`config.mk`:
```
export PLATFORM = sky130hd
export DESIGN_NAME = control_unit
export DESIGN_NICKNAME = d
export VERILOG_FILES = /design/src/rtl/ctrl_pkg.sv /design/src/rtl/alu_decoder.sv /design/src/rtl/control_unit.sv
export SDC_FILE = /design/constraint.sdc
export NUM_CORES = 1
export LEC_CHECK = 0
export BUFFER_PORTS_ARGS = -buffer_cell sky130_fd_sc_hd__buf_4
export CORE_MARGIN = 5
export CORE_UTILIZATION = 45
export DETAILED_ROUTE_END_ITERATION = 8
export GPL_TIMING_DRIVEN = 0
export HOLD_SLACK_MARGIN = 0.03
export PLACE_DENSITY = 0.83
export SLEW_MARGIN = 5
export SYNTH_ARGS = -nofsm -noshare
export SYNTH_HDL_FRONTEND = slang
export SYNTH_SLANG_ARGS = --single-unit
```
`constraint.sdc`:
```
create_clock -name clk -period 3.5 [get_ports clk]
set_input_delay 0.7 -clock clk [delete_from_list [all_inputs] [get_ports clk]]
set_output_delay 0.7 -clock clk [all_outputs]
set_load 0.05 [all_outputs]
```
`src/rtl/ctrl_pkg.sv`:
```
// rtl/ctrl_pkg.sv - state encoding, opcodes and ALU control codes for control_unit
package ctrl_pkg;

    typedef enum logic [3:0] {
        FETCH     = 4'd0,
        DECODE    = 4'd1,
        MEM_ADDR  = 4'd2,
        MEM_READ  = 4'd3,
        MEM_WB    = 4'd4,
        MEM_WRITE = 4'd5,
        EXEC_R    = 4'd6,
        EXEC_I    = 4'd7,
        ALU_WB    = 4'd8,
        BRANCH    = 4'd9,
        HALT      = 4'd10
    } state_t;

    // Which decode rule the ALU decoder applies in the current state
    typedef enum logic [1:0] {
        CLS_ADD    = 2'd0,
        CLS_RTYPE  = 2'd1,
        CLS_IMM    = 2'd2,
        CLS_BRANCH = 2'd3
    } alu_class_t;

    localparam logic [6:0] OP_LOAD   = 7'b0000011;
    localparam logic [6:0] OP_STORE  = 7'b0100011;
    localparam logic [6:0] OP_RTYPE  = 7'b0110011;
    localparam logic [6:0] OP_IMM    = 7'b0010011;
    localparam logic [6:0] OP_BRANCH = 7'b1100011;

    localparam logic [3:0] ALU_ADD = 4'b0010;
    localparam logic [3:0] ALU_SUB = 4'b0110;
    localparam logic [3:0] ALU_AND = 4'b0000;
    localparam logic [3:0] ALU_OR  = 4'b0001;

endpackage

```
`src/rtl/alu_decoder.sv`:
```
// rtl/alu_decoder.sv - funct3/funct7_5 to ALU control code and legality flag (CTRL_BNE_EN adds bne)
module alu_decoder
    import ctrl_pkg::*;
(
    input  alu_class_t  alu_class,
    input  logic [2:0]  funct3,
    input  logic        funct7_5,
    output logic [3:0]  control,
    output logic        funct_ok,
    output logic        branch_ne
);

    always_comb begin
        control   = ALU_ADD;
        funct_ok  = 1'b1;
        branch_ne = 1'b0;
        case (alu_class)
            CLS_RTYPE: begin
                case (funct3)
                    3'b000:  control = funct7_5 ? ALU_SUB : ALU_ADD;
                    3'b111:  control = ALU_AND;
                    3'b110:  control = ALU_OR;
                    default: funct_ok = 1'b0;
                endcase
            end
            CLS_IMM: begin
                funct_ok = (funct3 == 3'b000);
            end
            CLS_BRANCH: begin
                control = ALU_SUB;
                case (funct3)
                    3'b000: funct_ok = 1'b1;
`ifdef CTRL_BNE_EN
                    3'b001: branch_ne = 1'b1;
`endif
                    default: funct_ok = 1'b0;
                endcase
            end
            default: control = ALU_ADD;
        endcase
    end

endmodule

```
`src/rtl/control_unit.sv`:
```
// rtl/control_unit.sv - multicycle RISC-V control FSM with retired-instruction counter (CTRL_BNE_EN enables bne)
module control_unit
    import ctrl_pkg::*;
(
    input  logic        clk,
    input  logic        reset,
    input  logic [6:0]  opcode,
    input  logic [2:0]  funct3,
    input  logic        funct7_5,
    input  logic        zero,
    output logic        PCWrite,
    output logic        IorD,
    output logic        memRead,
    output logic        memWrite,
    output logic        IRWrite,
    output logic        memtoReg,
    output logic        regWrite,
    output logic        ALUSrcA,
    output logic [1:0]  ALUSrcB,
    output logic        PCSource,
    output logic [3:0]  control,
    output logic        illegal,
    output logic [31:0] instr_count
);

    state_t     state;
    state_t     next_state;
    alu_class_t alu_class;
    logic [3:0] dec_control;
    logic       funct_ok;
    logic       branch_ne;
    logic       retire;

    always_comb begin
        case (state)
            EXEC_R:  alu_class = CLS_RTYPE;
            EXEC_I:  alu_class = CLS_IMM;
            BRANCH:  alu_class = CLS_BRANCH;
            default: alu_class = CLS_ADD;
        endcase
    end

    alu_decoder u_alu_decoder (
        .alu_class (alu_class),
        .funct3    (funct3),
        .funct7_5  (funct7_5),
        .control   (dec_control),
        .funct_ok  (funct_ok),
        .branch_ne (branch_ne)
    );

    always_ff @(posedge clk or posedge reset) begin
        if (reset) begin
            state <= FETCH;
        end else begin
            state <= next_state;
        end
    end

    always_comb begin
        next_state = state;
        case (state)
            FETCH:     next_state = DECODE;
            DECODE: begin
                case (opcode)
                    OP_LOAD, OP_STORE: next_state = MEM_ADDR;
                    OP_RTYPE:          next_state = EXEC_R;
                    OP_IMM:            next_state = EXEC_I;
                    OP_BRANCH:         next_state = BRANCH;
                    default:           next_state = HALT;
                endcase
            end
            MEM_ADDR:  next_state = (opcode == OP_LOAD) ? MEM_READ : MEM_WRITE;
            MEM_READ:  next_state = MEM_WB;
            MEM_WB:    next_state = FETCH;
            MEM_WRITE: next_state = FETCH;
            EXEC_R:    next_state = funct_ok ? ALU_WB : HALT;
            EXEC_I:    next_state = funct_ok ? ALU_WB : HALT;
            ALU_WB:    next_state = FETCH;
            BRANCH:    next_state = funct_ok ? FETCH : HALT;
            HALT:      next_state = HALT;
            default:   next_state = FETCH;
        endcase
    end

    // Only the write-back style states finish an instruction; HALT never leaves
    assign retire = (next_state == FETCH) &&
                    ((state == MEM_WB) || (state == MEM_WRITE) ||
                     (state == ALU_WB) || (state == BRANCH));

    always_ff @(posedge clk or posedge reset) begin
        if (reset) begin
            instr_count <= 32'd0;
        end else if (retire) begin
            instr_count <= instr_count + 32'd1;
        end
    end

    always_comb begin
        PCWrite  = 1'b0;
        IorD     = 1'b0;
        memRead  = 1'b0;
        memWrite = 1'b0;
        IRWrite  = 1'b0;
        memtoReg = 1'b0;
        regWrite = 1'b0;
        ALUSrcA  = 1'b0;
        ALUSrcB  = 2'b00;
        PCSource = 1'b0;
        control  = 4'b0000;
        illegal  = 1'b0;
        if (!reset) begin
            case (state)
                FETCH: begin
                    memRead = 1'b1;
                    IRWrite = 1'b1;
                    ALUSrcB = 2'b01;
                    control = ALU_ADD;
                end
                DECODE: begin
                    PCWrite  = 1'b1;
                    PCSource = 1'b1;
                    ALUSrcB  = 2'b10;
                    control  = ALU_ADD;
                end
                MEM_ADDR: begin
                    ALUSrcA = 1'b1;
                    ALUSrcB = 2'b10;
                    control = ALU_ADD;
                end
                MEM_READ: begin
                    memRead = 1'b1;
                    IorD    = 1'b1;
                end
                MEM_WB: begin
                    regWrite = 1'b1;
                    memtoReg = 1'b1;
                end
                MEM_WRITE: begin
                    memWrite = 1'b1;
                    IorD     = 1'b1;
                end
                EXEC_R: begin
                    ALUSrcA = 1'b1;
                    control = dec_control;
                end
                EXEC_I: begin
                    ALUSrcA = 1'b1;
                    ALUSrcB = 2'b10;
                    control = dec_control;
                end
                ALU_WB: begin
                    regWrite = 1'b1;
                end
                BRANCH: begin
                    ALUSrcA  = 1'b1;
                    PCSource = 1'b1;
                    control  = dec_control;
                    // An unsupported branch funct must not disturb the PC
                    PCWrite  = funct_ok & (branch_ne ? ~zero : zero);
                end
                HALT: begin
                    illegal = 1'b1;
                end
                default: begin
                    illegal = 1'b0;
                end
            endcase
        end
    end

endmodule

```
==> flow_metrics.py, run 1 <==
metrics = {
    "setup_path": {
        "worstPathMaxFanout": 10,
        "arrival_ns": 1.97,
        "rr_worst_depth": 5,
        "worstSetupPathType": "register to primary output",
        "worstPathRequired_ns": 2.80,
        "startpoint_type": "register",
        "cp-end-kind": "primary output",
    },
    "synthesis": {
        "yosysSeqAreaShare_pct": 44.44,
        "synth-edff-count": 0,
        "syn_area_sq_um": 2027,
        "synthesis.yosys.warnings": 0,
        "synth_ff_type": "dfrtp_1",
        "synth_seq_cells": 36,
        "syn_nets": 226,
        "syn_inst": 211,
        "async_reset_ff_share_pct": 100.0,
        "synth_cell_type_count": 44,
        "syn_area_per_cell_sq_um": 9.606,
    },
    "finish": {
        "nFillCells": 387,
        "final_common_cell": "buf_4",
        "area_growth_pct": 29.14,
        "finalNetCount": 293,
        "antenna_cells": 0,
        "final_cell_mix": "buf_4 (63), dfrtp_1 (36), xnor2_1 (22)",
        "drive_gt1_share_pct": 28.99,
        "fin_util_pct": 60.11,
    },
    "run": {
        "cap_violations": 0,
    },
    "status": {
        "status": "finished clean",
    },
    "sta": {
        "setup_slack_ns": 0.8330,
        "worst_pin_slew_ns": 0.7100,
        "period_minus_slack_ns": 2.667,
        "holdWs_ns": 0.4781,
        "fin_crit_sh_pct": 76.20,
        "skew_ns": 0.009007,
        "max_freq_ghz": 0.3750,
        "rsz0062_at_grt": "false",
        "hold_viol": 0,
        "slew_violations": 0,
        "tns_ns": 0,
        "finalSetupViolCount": 0,
        "relSlewSlack_pct": 52.60,
    },
    "cts": {
        "cts_tree": "built",
        "path_clk_slew_ns": 0.06,
        "cts-root-buf": "clkbuf_8",
        "h-tree-depth": 2,
        "cts.sink_count": 36,
        "hold_buffers": 0,
        "cts_resized": 0,
        "worstSkewPairLatency_ns": 0.29,
        "numCtsBuffers": 5,
        "cts_buffer_depth": 2,
        "cts_setup_buffers": 0,
    },
    "placed_design": {
        "gp_congestion": 0.9187,
        "place_hpwl_mm": 3.670,
        "io_buffers": 60,
        "post-place-ws_ns": 1.053,
    },
    "global_route": {
        "grt_pass1_vias": 1774,
        "grt_max_degree": 37,
        "grt-ovfl-total": 0,
        "track_usage_pct": 16.76,
        "antenna_found_initial": 0,
        "grt_pass1_wl_mm": 8.190,
    },
    "detailed_routing": {
        "drtIter0Drc": 82,
        "vias": 1783,
        "wire_per_inst_um": 14.35,
        "postRouteWirelength_mm": 4.708,
        "drc": 0,
        "vias_per_cell": 5.436,
        "drt_first_pass_iters": 4,
        "antenna_left": 0,
    },
    "pwr": {
        "power.total_mw": 1.585,
        "power_density_nw_per_um2": 605.6,
        "p_leak_nw": 1.211,
        "max-vdd-ir-drop_v": 0.0004116,
    },
    "floorplan": {
        "die_h_um": 77.12,
        "initial_core_util_pct": 46.55,
        "rows": 24,
        "die_x_um": 77.12,
        "core_area_sq_um": 4354,
        "io_pins": 62,
        "design.die.area_sq_um": 5947,
    },
    "min_path": {
        "hp-class": "register to register",
        "min_path_cells": 1,
    },
}
## report_power, final
| group | switching (mW) | internal (mW) |
|---|---|---|
| Combinational | 0.546 | 0.259 |
| Clock | 0.126 | 0.128 |
| Sequential | 0.0609 | 0.465 |
| Total | 0.733 | 0.852 |
## metrics by stage
| stage | area, sq um | instances |
|---|---|---|
| detailed placement | 2549 | 323 |
| CTS | 2618 | 328 |
| global placement | 2549 | 323 |
| global route | 2618 | 328 |
| floorplan | 2033 | 211 |
| finish | 2618 | 328 |
## synth_stat cells (2+ instances only)
master	number	area [sq um]
xnor2_1	22	192.7
and3_1	2	12.51
nor4_1	6	37.54
nor2b_1	3	18.77
nand3_2	2	20.02
buf_4	3	22.52
xor2_1	11	96.34
dfrtp_1	36	900.9
or3_1	4	25.02
nor3_1	10	50.05
nand4_1	13	81.33
nor2_1	17	63.81
a21oi_1	7	35.03
nand3_1	11	55.05
o21ai_0	2	10.01
clkbuf_1	7	26.28
and2_1	2	12.51
nand2b_1	2	12.51
inv_1	9	33.78
a211oi_1	3	22.52
nand2_1	16	60.06
## sequential cells by signal, indices dropped and copies added (netlist names)
signal,count
instr_count,32
state,4
## cell families after synthesis
kind of cell    count (synthesis)  synth area share [%]
simple gates                  100                 28.89
flops                          36                 44.44
xor+xnor                       33                 14.26
buf+inv                        20                 4.259
compound gates                 19                 6.791
fa+ha+maj                       1                0.6172
other cells                     1                0.1850
mux                             1                0.5555
## routing by layer
layer | global-route usage (%) | wire (um) | vias up
li1 | - | - | 862
met1 | 20.50 | 2034 | 848
met2 | 27.50 | 2264 | 69
met3 | 5.386 | 360 | 4
met4 | 6.186 | 48 | 0
met5 | 0 | 0 | -
## layout make-up
| type | instances | area (sq um) | area share (%) |
|---|---|---|---|
| clock buffer | 5 | 68.82 | 2.629 |
| multi-input combinational | 155 | 1046 | 39.96 |
| tap | 52 | 65.06 | 2.486 |
| timing repair buffer | 60 | 450.4 | 17.21 |
| inverter | 9 | 33.78 | 1.291 |
| sequential | 36 | 900.9 | 34.42 |
| buffer | 11 | 52.55 | 2.008 |
## final timing paths
kind	from	endpoint	slack, ns
max	state[2]	ALUSrcB[0]	0.83
min	instr_count[31]	instr_count[31]	0.48
max reg2reg	instr_count[6]	instr_count[27]	1.63
min reg2reg	instr_count[31]	instr_count[31]	0.48
max in group asynchronous	reset	instr_count[31]	2.18
min in group asynchronous	reset	state[3]	0.86
## worst max-delay path: stages, from the launching register on
cell,delay (ns)
dfrtp_1,0.40
buf_1,0.22
or2_2,0.32
clkbuf_1,0.17
nor4_2,0.23
buf_4,0.16
buf_4,0.18
No activity file was read; power rests on OpenSTA's default activity.
==> run 2: changes to the inputs <==
--- a/config.mk
+++ b/config.mk
@@ -5,13 +5,14 @@
 export SDC_FILE = /design/constraint.sdc
 export NUM_CORES = 1
 export LEC_CHECK = 0
+export ABC_AREA = 1
 export BUFFER_PORTS_ARGS = -buffer_cell sky130_fd_sc_hd__buf_4
 export CORE_MARGIN = 5
 export CORE_UTILIZATION = 45
 export DETAILED_ROUTE_END_ITERATION = 8
 export GPL_TIMING_DRIVEN = 0
 export HOLD_SLACK_MARGIN = 0.03
-export PLACE_DENSITY = 0.83
+export PLACE_DENSITY = 0.81
 export SLEW_MARGIN = 5
 export SYNTH_ARGS = -nofsm -noshare
 export SYNTH_HDL_FRONTEND = slang
==> constraint.sdc (replaced) <==
create_clock -name clk -period 2.6 [get_ports clk]
set_input_delay 0.52 -clock clk [delete_from_list [all_inputs] [get_ports clk]]
set_output_delay 0.52 -clock clk [all_outputs]
set_load 0.05 [all_outputs]
==> flow_metrics.py, run 2 <==
metrics = {
    "status": {
        "status": "finished clean",
    },
    "min_path": {
        "hp-class": "primary input to asynchronous set/reset pin",
    },
    "finish": {
        "nFillCells": 602,
        "antenna_cells": 0,
        "final_cell_mix": "nand2_1 (217), buf_4 (64), nor2_1 (62)",
        "largest_reg_flops": 32,
        "area_growth_pct": 24.44,
        "drive_gt1_share_pct": 18.32,
        "final_common_cell": "nand2_1",
        "top_register": "instr_count",
        "reg_top3": "instr_count (32), state (4)",
        "final_area_sq_um": 3293,
        "finalNetCount": 527,
    },
    "synthesis": {
        "synth_top_area_cell": "dfrtp_1",
        "yosysSeqAreaShare_pct": 34.04,
        "synth_top_area_share_pct": 34.04,
        "synth-edff-count": 0,
        "synth_ff_type": "dfrtp_1",
        "synth_most_common_cell": "nand2_1",
        "synth_cell_type_count": 23,
        "syn_area_sq_um": 2646,
        "synthesis.yosys.warnings": 0,
        "syn_area_per_cell_sq_um": 5.960,
        "async_reset_ff_share_pct": 100.0,
        "synth_commonest_cells": "nand2_1 (218), nor2_1 (63), inv_1 (42)",
        "syn_inst": 444,
        "netlist_top_cells_area": "dfrtp_1 (34%), nand2_1 (31%), nor2_1 (8.9%)",
        "syn_nets": 459,
        "synth_seq_cells": 36,
    },
    "cts": {
        "worstSkewPairLatency_ns": 0.29,
        "numCtsBuffers": 5,
        "h-tree-depth": 2,
        "cts_buffer_depth": 2,
        "cts.sink_count": 36,
        "cts-root-buf": "clkbuf_8",
        "cts_setup_buffers": 0,
        "cts_tree": "built",
        "path_clk_slew_ns": 0.07,
        "hold_buffers": 0,
    },
    "pwr": {
        "power_density_nw_per_um2": 693.0,
        "p_leak_nw": 1.681,
        "max-vdd-ir-drop_v": 0.0003925,
        "power.total_mw": 2.282,
    },
    "floorplan": {
        "initial_core_util_pct": 45.50,
        "design.die.area_sq_um": 7514,
        "die_x_um": 86.69,
        "die_h_um": 86.69,
        "io_pins": 62,
        "rows": 28,
        "core_area_sq_um": 5816,
    },
    "sta": {
        "skew_ns": 0.003944,
        "rsz0062_at_grt": "false",
        "finalSetupViolCount": 0,
        "setup_slack_ns": 0.3758,
        "worst_pin_slew_ns": 1.001,
        "slew_violations": 0,
        "hold_viol": 0,
        "period_minus_slack_ns": 2.224,
        "max_freq_ghz": 0.4496,
        "relSlewSlack_pct": 32.90,
        "fin_crit_sh_pct": 85.55,
    },
    "setup_path": {
        "startpoint_type": "register",
        "worstSetupPathType": "register to primary output",
        "worstPathRequired_ns": 2.08,
        "cp-end-kind": "primary output",
        "worstPathMaxFanout": 5,
        "arrival_ns": 1.70,
    },
    "placed_design": {
        "post-place-ws_ns": -0.4398,
        "dpl_cell_area_sq_um": 3192,
        "io_buffers": 59,
        "gp_congestion": 0.9320,
        "place_hpwl_mm": 5.757,
    },
    "detailed_routing": {
        "top_layer": "met4",
        "wl_met1_mm": 3.263,
        "vias": 2878,
        "vias_per_cell": 4.895,
        "wl_met3_um": 392,
        "wire_per_inst_um": 12.54,
        "wl_met2_mm": 3.604,
        "postRouteWirelength_mm": 7.376,
        "antenna_left": 0,
        "drt_first_pass_iters": 4,
        "drtIter0Drc": 177,
        "drc": 0,
    },
    "global_route": {
        "grt-ovfl-total": 0,
        "grt_max_degree": 20,
        "antenna_found_initial": 0,
        "grt_pass1_wl_mm": 12.54,
        "grt_pass1_vias": 2779,
        "track_usage_pct": 20.93,
    },
    "run": {
        "cap_violations": 0,
    },
}
-- run 2: power by group --
group | internal [mW] | leakage (nW) | switching, mW
combinational | 0.354 | 1.14 | 0.812
sequential | 0.616 | 0.494 | 0.0834
clock | 0.216 | 0.0455 | 0.201
-- run 2: path summary, 6_finish.rpt --
| path | to | from | slack, ns | cells after the start |
|---|---|---|---|---|
| max in group asynchronous | instr_count[11] | reset | 1.51 | 2 |
| setup / recovery | control[0] | state[1] | 0.38 | 7 |
| hold / removal | state[2] | reset | 0.36 | 2 |
| setup reg to reg | instr_count[28] | instr_count[0] | 0.70 | 10 |
| min in group clk | state[0] | opcode[4] | 0.52 | 3 |
| hold reg to reg | instr_count[31] | instr_count[31] | 0.56 | 2 |
-- run 2: what timing repair did --
item	CTS	global route
endpoints found under the hold margin	0	0
endpoints found under the setup margin	7	0
resized for setup	1	0
-- run 2: layer usage --
metal,track usage (%),vias to the layer above
li1,-,1491
met1,27.33,1292
met2,35.88,86
met3,3.042,9
met4,6.091,0
met5,0,-
-- run 2: through the flow --
stage	util [%]	hold slack [ns]	TNS [ns]	instances
floorplan	-	0.5523	-0.1839	444
global placement	54.88	0.5206	-1.839	578
detailed placement	54.88	0.5410	-2.443	578
CTS	56.63	0.3637	0	588
global route	56.63	0.3923	0	588
finish	56.63	0.3618	0	588
-- run 2: kinds of logic after synthesis --
logic type      after synthesis  share of synthesized area, %
buf+inv                      54                         9.220
other cells                   1                        0.1417
flops                        36                         34.04
xor+xnor                     11                         3.641
compound gates               16                         3.121
simple gates                325                         49.36
fa+ha+maj                     1                        0.4727
-- run 2: critical path, stage by stage (launching register included) --
cell and delay (ns):
dfrtp_1 0.43, inv_2 0.08, nor2_1 0.13, inv_1 0.07, nor2_1 0.12, nand3_1 0.15, nor3_1 0.20, buf_4 0.24
-- run 2: area by class of cell --
class | instances | area [sq um] | area share (%)
inverter | 45 | 172.7 | 5.243
sequential | 36 | 900.9 | 27.36
timing repair buffer | 59 | 442.9 | 13.45
buffer | 9 | 76.32 | 2.318
tap | 75 | 93.84 | 2.850
clock buffer | 8 | 90.09 | 2.736
multi-input combinational | 354 | 1506 | 45.74
timing repair inverter | 2 | 10.01 | 0.3040
